[src/rtl/disp_pkg.sv]
// Shared definitions for the display source selector.
//   - Source-index constants (SRC_PC..SRC_MEM) as driven on src_idx.
//   - FSM state encoding for the show/hold controller.
//   - Default debounce length (20 ms at a 50 MHz clock).
//   - src_mux: picks one of the four 32-bit debug words by index.
package disp_pkg;

  localparam int unsigned DATA_W = 32;
  localparam int unsigned SRC_W  = 2;

  localparam logic [SRC_W-1:0] SRC_PC    = 2'd0;
  localparam logic [SRC_W-1:0] SRC_INSTR = 2'd1;
  localparam logic [SRC_W-1:0] SRC_ALU   = 2'd2;
  localparam logic [SRC_W-1:0] SRC_MEM   = 2'd3;

  localparam int unsigned DEBOUNCE_CYC_DEFAULT = 1000000;

  typedef enum logic {
    StShow = 1'b0,
    StHold = 1'b1
  } disp_state_e;

  function automatic logic [DATA_W-1:0] src_mux(
    input logic [SRC_W-1:0]  idx,
    input logic [DATA_W-1:0] pc,
    input logic [DATA_W-1:0] instr,
    input logic [DATA_W-1:0] alu,
    input logic [DATA_W-1:0] mem
  );
    logic [DATA_W-1:0] word;
    case (idx)
      SRC_INSTR: word = instr;
      SRC_ALU:   word = alu;
      SRC_MEM:   word = mem;
      default:   word = pc;
    endcase
    return word;
  endfunction

endpackage

[src/rtl/btn_debounce.sv]
// Push-button conditioner: 2-flop synchroniser, stability counter, debounced
// level and a one-cycle press pulse on each accepted 0->1 transition.
// Ports:
//   clk   - system clock, rising edge
//   rst_n - synchronous active-low reset
//   btn   - raw asynchronous button input
//   level - debounced button level
//   press - one-cycle pulse, coincident with level rising
module btn_debounce
  import disp_pkg::*;
#(
  parameter int unsigned DEBOUNCE_CYC = DEBOUNCE_CYC_DEFAULT
) (
  input  logic clk,
  input  logic rst_n,
  input  logic btn,
  output logic level,
  output logic press
);

  // Counter only has to reach DEBOUNCE_CYC-1; the flip happens on the edge
  // that would otherwise take it to DEBOUNCE_CYC.
  localparam int unsigned CntW = (DEBOUNCE_CYC > 1) ? $clog2(DEBOUNCE_CYC) : 1;
  localparam logic [CntW-1:0] CntMax = CntW'(DEBOUNCE_CYC - 1);

  logic            sync1_q, sync2_q;
  logic            level_q, level_d;
  logic            press_q, press_d;
  logic [CntW-1:0] cnt_q, cnt_d;

  always_comb begin
    cnt_d   = '0;
    level_d = level_q;
    press_d = 1'b0;
    // Any cycle where the synchronised input agrees with the level restarts
    // the count, so a single bounce back discards all accumulated stability.
    if (sync2_q != level_q) begin
      if (cnt_q == CntMax) begin
        level_d = sync2_q;
        press_d = sync2_q;
      end else begin
        cnt_d = cnt_q + CntW'(1);
      end
    end
  end

  always_ff @(posedge clk) begin
    if (!rst_n) begin
      sync1_q <= 1'b0;
      sync2_q <= 1'b0;
      level_q <= 1'b0;
      press_q <= 1'b0;
      cnt_q   <= '0;
    end else begin
      sync1_q <= btn;
      sync2_q <= sync1_q;
      level_q <= level_d;
      press_q <= press_d;
      cnt_q   <= cnt_d;
    end
  end

  assign level = level_q;
  assign press = press_q;

endmodule

[src/rtl/disp_src_sel.sv]
// Display source selector for the 7-segment debug display.
// btn_next cycles the shown word through pc/instr/alu/mem; btn_hold freezes
// the shown word. Both buttons are synchronised and debounced on-chip.
// Build option: define DISP_HOLD_EN to build the hold function; without it
// btn_hold is ignored, the controller always shows and hold_led stays 0.
// Ports:
//   clk       - 50 MHz system clock, rising edge
//   rst_n     - synchronous active-low reset
//   btn_next  - raw button, advance source
//   btn_hold  - raw button, toggle freeze
//   src_pc, src_instr, src_alu, src_mem - candidate 32-bit words
//   data32    - registered word for the display driver
//   src_idx   - selected source (0 pc, 1 instr, 2 alu, 3 mem)
//   hold_led  - high while frozen
module disp_src_sel
  import disp_pkg::*;
#(
  parameter int unsigned DEBOUNCE_CYC = DEBOUNCE_CYC_DEFAULT
) (
  input  logic              clk,
  input  logic              rst_n,
  input  logic              btn_next,
  input  logic              btn_hold,
  input  logic [DATA_W-1:0] src_pc,
  input  logic [DATA_W-1:0] src_instr,
  input  logic [DATA_W-1:0] src_alu,
  input  logic [DATA_W-1:0] src_mem,
  output logic [DATA_W-1:0] data32,
  output logic [SRC_W-1:0]  src_idx,
  output logic              hold_led
);

  logic next_level, next_press;
  logic hold_press;
  logic unused_levels;

  btn_debounce #(
    .DEBOUNCE_CYC(DEBOUNCE_CYC)
  ) u_next_db (
    .clk  (clk),
    .rst_n(rst_n),
    .btn  (btn_next),
    .level(next_level),
    .press(next_press)
  );

`ifdef DISP_HOLD_EN
  logic hold_level;

  btn_debounce #(
    .DEBOUNCE_CYC(DEBOUNCE_CYC)
  ) u_hold_db (
    .clk  (clk),
    .rst_n(rst_n),
    .btn  (btn_hold),
    .level(hold_level),
    .press(hold_press)
  );

  assign unused_levels = next_level ^ hold_level;
`else
  assign hold_press    = 1'b0;
  assign unused_levels = next_level ^ btn_hold;
`endif

  disp_state_e       state_q;
  logic [SRC_W-1:0]  idx_q;
  logic [DATA_W-1:0] data_q;
  logic              hold_led_q;

  always_ff @(posedge clk) begin
    if (!rst_n) begin
      state_q    <= StShow;
      idx_q      <= SRC_PC;
      data_q     <= '0;
      hold_led_q <= 1'b0;
    end else begin
      // Sampling uses the pre-edge state, so the edge that enters HOLD still
      // captures a fresh word and that word is what stays frozen.
      if (state_q == StShow) begin
        data_q <= src_mux(idx_q, src_pc, src_instr, src_alu, src_mem);
      end
      unique case (state_q)
        StShow: begin
          // A hold press wins; a coincident next press is dropped.
          if (hold_press) begin
            state_q    <= StHold;
            hold_led_q <= 1'b1;
          end else if (next_press) begin
            idx_q <= idx_q + SRC_W'(1);
          end
        end
        StHold: begin
          if (hold_press) begin
            state_q    <= StShow;
            hold_led_q <= 1'b0;
          end
        end
      endcase
    end
  end

  assign data32   = data_q;
  assign src_idx  = idx_q;
  assign hold_led = hold_led_q;

endmodule

[config.mk]
export PLATFORM = sky130hd
export DESIGN_NAME = disp_src_sel
export DESIGN_NICKNAME = d
export VERILOG_FILES = /design/src/rtl/disp_pkg.sv /design/src/rtl/btn_debounce.sv /design/src/rtl/disp_src_sel.sv
export SDC_FILE = /design/constraint.sdc
export NUM_CORES = 1
export LEC_CHECK = 0
export ABC_AREA = 1
export BUFFER_PORTS_ARGS = -buffer_cell sky130_fd_sc_hd__buf_2
export CAP_MARGIN = 20
export CORE_MARGIN = 2
export CORE_UTILIZATION = 30
export DETAILED_ROUTE_END_ITERATION = 10
export PLACE_DENSITY = 0.6
export SLEW_MARGIN = 25
export SYNTH_ARGS = -nofsm -noshare
export SYNTH_HDL_FRONTEND = slang
export SYNTH_SLANG_ARGS = --single-unit
[constraint.sdc]
create_clock -name clk -period 1.85 [get_ports clk]
set_clock_uncertainty 0.05 [all_clocks]
set_input_delay 0.185 -clock clk [delete_from_list [all_inputs] [get_ports clk]]
set_output_delay 0.185 -clock clk [all_outputs]
set_load 0.03 [all_outputs]
After elaboration in Yosys (flattened, before gate mapping)
Cells that the tools add are included.
{"block": "word_totals", "reg_bits": 59, "inputBits": 132, "output_inout_bits": 35, "elab_cells": 24}
{"block": "op_classes", "add_sub_neg": 2, "n_eq_ne": 5, "n_mux": 2, "bitwise": 3, "reduce_logical": 4}
{"operator": "$pmux 32 s3", "count": 1}
{"operator": "$add 20x1->20 const B", "count": 1}
{"operator": "$eq 20x20->1 const B", "count": 1}
{"operator": "$eq 2x2->1 const B", "count": 2}
{"operator": "$reduce_and 2->1", "count": 2}
{"operator": "$not 1->1", "count": 3}
{"operator": "$reduce_and 3->1", "count": 1}
{"operator": "$reduce_or 3->1", "count": 1}
{"operator": "$add 2x1->2 const B", "count": 1}
{"operator": "$eq 2x1->1 const B", "count": 1}
{"operator": "$pmux 1 s2", "count": 1}
{"operator": "$ne 1x1->1", "count": 1}

Longest topological paths before layout
Gate-level depths: netlist (run 1).
{"block": "depth", "depth_word": 3, "depth_mapped": 10}

Modules after synthesis
Synthesis (run 1) repeated with hierarchy kept, for this count alone.
{"block": "unflattened", "cells_unflattened": 500, "hier_area_um2": 3175.5}
{"mod": "disp_src_sel", "n_inst": 1, "cells_per_inst": 324, "area_each_um2": 1944.4, "seq_area_each_um2": 680.7}
{"mod": "btn_debounce", "n_inst": 1, "cells_per_inst": 176, "area_each_um2": 1231.2, "seq_area_each_um2": 480.5}

Worst setup path before layout (run 1)
Ideal clock, no wire load.
{"block": "synth_timing", "path_type": "register to register", "from": "register idx_q[0], in the netlist src_idx[0]", "to": "register data_q[22], in the netlist data32[22]", "setup_ns": 0.074, "arrival_time_ns": 1.548, "required_time_ns": 1.726, "setup_slack_ns": 0.178, "path_stages_with_launch": 8, "period_less_slack_ns": 1.672, "cell_sequence": "dfxtp_1 inv_1 ha_1 clkbuf_1 inv_1 clkbuf_1 o21ai_0 a31oi_1"}
{"block": "synth_between", "elab_chain_len": 2}
{"item": "from (decl)", "line_no": "disp_src_sel.sv:67", "text": "logic [SRC_W-1:0] idx_q;"}
{"item": "from (signal assigned)", "line_no": "disp_src_sel.sv:90", "text": "idx_q <= idx_q + SRC_W'(1);"}
{"item": "$eq 2x2->1 / $eq 2x1->1 (equally long branches)", "line_no": "disp_pkg.sv:31", "text": "case (idx)"}
{"item": "$pmux 32 s3 *", "line_no": "disp_pkg.sv:31"}
{"item": "to (signal assigned)", "line_no": "disp_src_sel.sv:81", "text": "data_q <= src_mux(idx_q, src_pc, src_instr, src_alu, src_mem);"}
{"item": "to (decl)", "line_no": "disp_src_sel.sv:68", "text": "logic [DATA_W-1:0] data_q;"}
Mark *: on every way between the ends. The rest lies on a longest branch, timed or not.
A chain may end at the register's enable or synchronous reset.

Worst setup path in the final report (run 1)
{"block": "layout_timing", "from": "register u_next_db.cnt_q[0]", "to": "register u_next_db.cnt_q[9]"}
{"block": "layout_between", "elab_chain_len": 2}
{"item": "from (decl)", "line_no": "btn_debounce.sv:29", "text": "logic [CntW-1:0] cnt_q, cnt_d;"}
{"item": "from (signal assigned)", "line_no": "btn_debounce.sv:59", "text": "cnt_q <= cnt_d;"}
{"item": "parallel branches: the longest is 2 deep, another holds $add 20x1->20"}
Parallel ways; which one is timed is not known.

==> impl_metrics.env, run 1 <==
export IMPL_grt_max_degree=33
export IMPL_antenna_cells=0
export IMPL_track_usage_pct=18.2
export IMPL_post_route_period_util_pct=83.2
export IMPL_synth_avg_cell_area_sq_um=6.81
export IMPL_clk_latency_ns=0.33
export IMPL_powerDensity_nw_per_um2=660
export IMPL_grt_overflow=0
export IMPL_seq_power_share_pct=48.1
export IMPL_cp_start_kind="flop"
export IMPL_routed_via_density=4.72
export IMPL_rsz0062_at_grt="false"
export IMPL_cts_sinks=58
export IMPL_nNetsFinal=725
export IMPL_final_util_pct=43.8
export IMPL_placed_area_sq_um=3900
export IMPL_status="finished clean"
export IMPL_syn2layout_area_growth_pct=40.7
export IMPL_final_setup_viol_count=0
export IMPL_vias=3407
export IMPL_die_area_sq_um=10500
export IMPL_ys_seq_area_share_pct=39.9
export IMPL_drc_errors=0
export IMPL_cp_required_ns=2.02
export IMPL_power_leakage_nw=1.81
export IMPL_grt_pass1_wl_um=14900
export IMPL_rows=35
export IMPL_drive_gt1_share_pct=33.4
export IMPL_cts_root_buf="clkbuf_8"
export IMPL_fin_crit_ns=1.54
export IMPL_drt_iter0_markers=106
export IMPL_die_h_um=102
export IMPL_ir_drop_uv=341
export IMPL_cts_tree="yes"
export IMPL_instances_no_fill=722
export IMPL_ant_nets=0
export IMPL_power_share_clock_pct=40.1
export IMPL_ys_ff_latch=58
export IMPL_port_buffers=164
export IMPL_swShare_pct=24.8
export IMPL_drt_pre_antenna_iters=4
export IMPL_hold_path_class="input pin to flop"
export IMPL_cts_resized=0
export IMPL_yosysWarnings=0
export IMPL_power_switching_mw=0.668
export IMPL_power_frac_comb_pct=11.8
export IMPL_die_w_um=102
export IMPL_worstSetupEndpointType="flop"
export IMPL_timing_final_max_slew_violations=0
export IMPL_arrival_ns=1.71
export IMPL_most_common_layout_cells="164 x buf_2, 115 x nand2_1, 58 x dfxtp_1"
export IMPL_fmax_ghz=0.650
export IMPL_synth_cells=427
export IMPL_numCtsBuffers=9
export IMPL_grt_pass1_vias=3212
export IMPL_final_cell_area_sq_um=4090
export IMPL_netlist_cell_type_count=28
export IMPL_register_area_sq_um=1160
export IMPL_routed_wl_um=9590
export IMPL_core_sq_um=9330
export IMPL_fin_setup_tns_ns=0
export IMPL_ios=167
export IMPL_antenna_found_initial=1
export IMPL_hpwl_um=7340
export IMPL_cap_violations=0
export IMPL_cts_htree_levels=3
export IMPL_cts_clk_slew_worst_paths_ns=0.07
export IMPL_wl_per_cell_um=13.3
export IMPL_syn_area_sq_um=2910
export IMPL_finalPower_mw=2.70
export IMPL_ctsLongestPathBuffers=2
export IMPL_dp_cells=705
export IMPL_finalWeightedCongestion=0.936
export IMPL_internal_power_mw=2.03
export IMPL_synth_nets=564
export IMPL_fill_cells=975
export IMPL_multi_input_area_sq_um=1530
export IMPL_path_max_fanout=14
export IMPL_crit_type="flop to flop"
export IMPL_finalHoldViolCount=0
export IMPL_start_util_pct=31.2
export IMPL_final_common_cell="buf_2"
power groups by stage:
stage	Clock, mW	Combinational (mW)	Sequential [mW]
2_1_floorplan	0	0.0542	1.40
5_1_grt	1.16	0.345	1.30
4_1_cts	1.11	0.320	1.30
3_5_place_dp	0	0.317	1.33
6_report	1.08	0.317	1.30
3_3_place_gp	0	0.317	1.33
worst paths after layout:
check	endpoint	slack, ns	depth (start not counted)	start
worst max-delay path	u_next_db.cnt_q[9]	0.31	7	u_next_db.cnt_q[0]
worst min-delay path	data32[14]	0.05	3	src_alu[14]
worst max register to register	u_next_db.cnt_q[9]	0.31	7	u_next_db.cnt_q[0]
worst min register to register	u_next_db.sync2_q	0.37	2	u_next_db.sync1_q
per-layer routing:
metal	track usage, %	share of wire, %	up-vias
li1	-	-	1728
met1	21.1	39	1559
met2	31.8	52	108
met3	6.70	7.4	10
met4	4.31	0.99	2
met5	0	0.11	-
final cells by class:
class | instances | share of cell area [%]
sequential | 58 | 28.4
inverter | 31 | 2.85
timing repair buffer | 173 | 23.0
clock inverter | 2 | 0.245
tap | 129 | 3.95
clock buffer | 14 | 4.22
multi-input combinational | 315 | 37.3
registers in the layout (all words and copies together) (netlist names):
| name | flops |
|---|---|
| u_next_db.sync1_q | 1 |
| u_next_db.press | 1 |
| u_next_db.level | 1 |
| u_next_db.cnt_q | 20 |
| u_next_db.sync2_q | 1 |
| data32 | 32 |
| src_idx | 2 |
cells by family (layout without fill, tap and decap cells):
kind of cell,Yosys count,count (layout),synth area share (%)
DFF,58,58,39.9
xor gates and xnor gates,9,9,2.71
and+or+nand+nor,192,192,27.6
adders and majority gates,5,5,2.15
buffers and inverters,54,220,7.53
AOI/OAI and AO/OA,108,108,20.0
other,1,1,0.129
worst max-delay path, cell delays in order, from the launching register on:
cell and delay [ns]:
dfxtp_1 0.35, ha_1 0.19, nand3_1 0.15, nor2_1 0.18, nand3_1 0.11, nand2_2 0.17, buf_12 0.16, nor2_1 0.05
cell usage after synthesis:
| cell type | count | share of area (%) |
|---|---|---|
| conb_1 | 1 | 0.13 |
| nand4_1 | 4 | 0.86 |
| or2_2 | 1 | 0.22 |
| a31oi_1 | 32 | 6.9 |
| nand2_1 | 115 | 15 |
| inv_1 | 28 | 3.6 |
| buf_6 | 1 | 0.39 |
| o21ai_0 | 36 | 6.2 |
| nor2_1 | 41 | 5.3 |
| nor2_4 | 2 | 0.77 |
| clkbuf_2 | 1 | 0.17 |
| ha_1 | 5 | 2.2 |
| clkbuf_1 | 19 | 2.5 |
| nand3_1 | 15 | 2.6 |
| xor2_1 | 8 | 2.4 |
| xnor2_1 | 1 | 0.30 |
| inv_2 | 2 | 0.26 |
| nor3_1 | 5 | 0.86 |
| nor2_2 | 3 | 0.65 |
| and2_1 | 1 | 0.22 |
| nor3_2 | 1 | 0.34 |
| o21ai_1 | 1 | 0.17 |
| nand3b_1 | 1 | 0.26 |
| nand2_2 | 3 | 0.65 |
| clkinv_1 | 1 | 0.13 |
| buf_4 | 2 | 0.52 |
| dfxtp_1 | 58 | 40 |
| a21oi_1 | 39 | 6.7 |
per-stage QoR:
stage / hold slack (ns) / setup WS [ns]
2_1_floorplan: 0.233 / 0.178
3_5_place_dp: 0.333 / 0.310
6_report: 0.0461 / 0.311
4_1_cts: 0.0361 / 0.299
3_3_place_gp: 0.336 / 0.349
5_1_grt: 0.0446 / 0.0938
repair_timing:
action | CTS | global route
setup buffers | 0 | 0
setup endpoints to repair | 0 | 0
hold buffers | 1 | 0
hold endpoints to repair | 1 | 0
No activity file was read; power rests on OpenSTA's default activity.
==> run 2, diff against run 1 <==
PLACE_DENSITY = 0.63   (was 0.6)
clock period = 1.3 ns   (was 1.85 ns; I/O delays follow)
==> run 2 against run 1 <==
Compared with the run above:
- the flow now finishes with violations (negative setup slack)
- final cell count rose by 13%
- sequential cell count did not move
- core utilization rose by 13 points
- clock power rose by 85%
- combinational power rose by 100%
- die area did not move
- sequential share of layout area fell by 6.1 points
- non-clock buffer count rose by 91
- global-route usage rose by 4.4 points
- register-to-register slack got worse by 0.39 ns
- sequential power rose by 42%
==> impl_metrics.env, run 2 (synthesized netlist as in run 1, its figures left out) <==
export IMPL_drive_gt1_share_pct=41.2
export IMPL_clk_latency_ns=0.35
export IMPL_rows=35
export IMPL_hold_path_class="input pin to flop"
export IMPL_path_common_cell="buf_4"
export IMPL_swShare_pct=24.0
export IMPL_hpwl_um=7400
export IMPL_numCtsBuffers=9
export IMPL_grt_pass1_vias=3981
export IMPL_drt_pre_antenna_iters=5
export IMPL_fmax_ghz=0.724
export IMPL_cp_start_kind="flop"
export IMPL_die_w_um=102
export IMPL_routed_via_density=4.89
export IMPL_die_h_um=102
export IMPL_seq_power_share_pct=41.2
export IMPL_failed_checks="negative setup slack"
export IMPL_status="complete, but fails checks"
export IMPL_slowest_stage="dfxtp_2"
export IMPL_track_usage_pct=22.5
export IMPL_antenna_cells=0
export IMPL_cp_required_ns=1.49
export IMPL_finalWeightedCongestion=0.888
export IMPL_dp_cells=725
export IMPL_cap_violations=0
export IMPL_largest_register_ffs=32
export IMPL_fin_setup_tns_ns=-1.21
export IMPL_final_setup_viol_count=22
export IMPL_syn2layout_area_growth_pct=83.0
export IMPL_most_common_layout_cells="164 x buf_2, 114 x nand2_1, 58 x dlygate4sd3_1"
export IMPL_vias=3973
export IMPL_grt_pass1_wl_um=18500
export IMPL_routed_wl_um=12500
export IMPL_arrival_ns=1.57
export IMPL_cts_clk_slew_worst_paths_ns=0.07
export IMPL_final_common_cell="buf_2"
export IMPL_power_leakage_nw=2.30
export IMPL_powerDensity_nw_per_um2=842
export IMPL_ant_nets=0
export IMPL_instances_no_fill=813
export IMPL_finalHoldViolCount=0
export IMPL_wl_per_cell_um=15.4
export IMPL_cts_htree_levels=3
export IMPL_worstSetupEndpointType="flop"
export IMPL_nNetsFinal=816
export IMPL_ios=167
export IMPL_port_buffers=164
export IMPL_start_util_pct=31.2
export IMPL_drt_iter0_markers=176
export IMPL_power_switching_mw=1.07
export IMPL_rsz0062_at_grt="true"
export IMPL_setup_ws_ns=-0.0810
export IMPL_internal_power_mw=3.40
export IMPL_cts_root_buf="clkbuf_8"
export IMPL_grt_max_degree=33
export IMPL_grt_overflow=0
export IMPL_fin_crit_ns=1.38
export IMPL_path_max_fanout=4
export IMPL_timing_final_max_slew_violations=0
export IMPL_ctsLongestPathBuffers=2
export IMPL_slowest_delay_ns=0.36
export IMPL_cts_sinks=58
export IMPL_power_share_clock_pct=44.7
export IMPL_post_route_period_util_pct=106
export IMPL_drc_errors=0
export IMPL_core_sq_um=9330
export IMPL_die_area_sq_um=10500
export IMPL_antenna_found_initial=0
export IMPL_cp_cell_sequence="ha_4 > nand3_4 > buf_4 > buf_4 > buf_4 > xor2_1 > nor2_1"
export IMPL_crit_type="flop to flop"
export IMPL_cts_tree="yes"
export IMPL_power_frac_comb_pct=14.2
export IMPL_ir_drop_uv=626
[run 2: repair_timing]
action	CTS	global route
resized for setup	24	44
gates cloned	1	5
pin swaps	7	8
hold buffers	58	0
endpoints found under the setup margin	23	47
endpoints found under the hold margin	29	0
setup buffers	5	3
[run 2: routing by layer]
layer,up-vias,GRT usage (%),part of all wire [%]
met5,-,0,0
met4,0,10.6,3.3
met3,33,5.88,8.0
met2,216,38.6,50
met1,1806,26.3,38
li1,1918,-,-
[run 2: worst max-delay path: cells and delay by family, from the launching register on]
kind                       cells  cell delay, ns
buffers and inverters          3            0.39
xor gates and xnor gates       1            0.15
adders and majority gates      1            0.16
and+or+nand+nor                2            0.17
DFF                            1            0.36
[run 2: area by class of cell]
class	instances	area (sq um)
clock inverter	4	72.6
tap	129	161
sequential	58	1180
timing repair buffer	264	1920
inverter	31	126
clock buffer	12	165
multi-input combinational	315	1690
fill	793	4010
[run 2: worst paths after layout]
kind | from | endpoint | slack (ns) | cells after the start
max reg2reg | u_next_db.cnt_q[0] | u_next_db.cnt_q[4] | -0.08 | 7
min reg2reg | u_next_db.sync1_q | u_next_db.sync2_q | 0.37 | 2
max | u_next_db.cnt_q[0] | u_next_db.cnt_q[4] | -0.08 | 7
min | src_alu[29] | data32[29] | 0.005 | 3
[run 2: power by group through the flow]
stage          logic (mW)  clock network, mW  registers [mW]
2_1_floorplan      0.0772                  0            1.99
3_3_place_gp        0.453                  0            1.88
3_5_place_dp        0.458                  0            1.88
4_1_cts             0.605               2.02            1.84
5_1_grt             0.675               2.10            1.85
6_report            0.634               2.00            1.84
[run 2: stage by stage]
stage / util, % / cell area [sq um] / setup WS [ns] / total power [mW] / hold slack, ns
2_1_floorplan: - / 2960 / 0.00342 / 2.07 / 0.178
3_3_place_gp: 43.8 / 4090 / -0.0343 / 2.34 / 0.275
3_5_place_dp: 43.8 / 4090 / -0.0737 / 2.34 / 0.276
4_1_cts: 54.3 / 5060 / -0.0554 / 4.47 / 0.000462
5_1_grt: 57.0 / 5320 / -0.158 / 4.63 / 0.00693
6_report: 57.0 / 5320 / -0.0810 / 4.48 / 0.00517
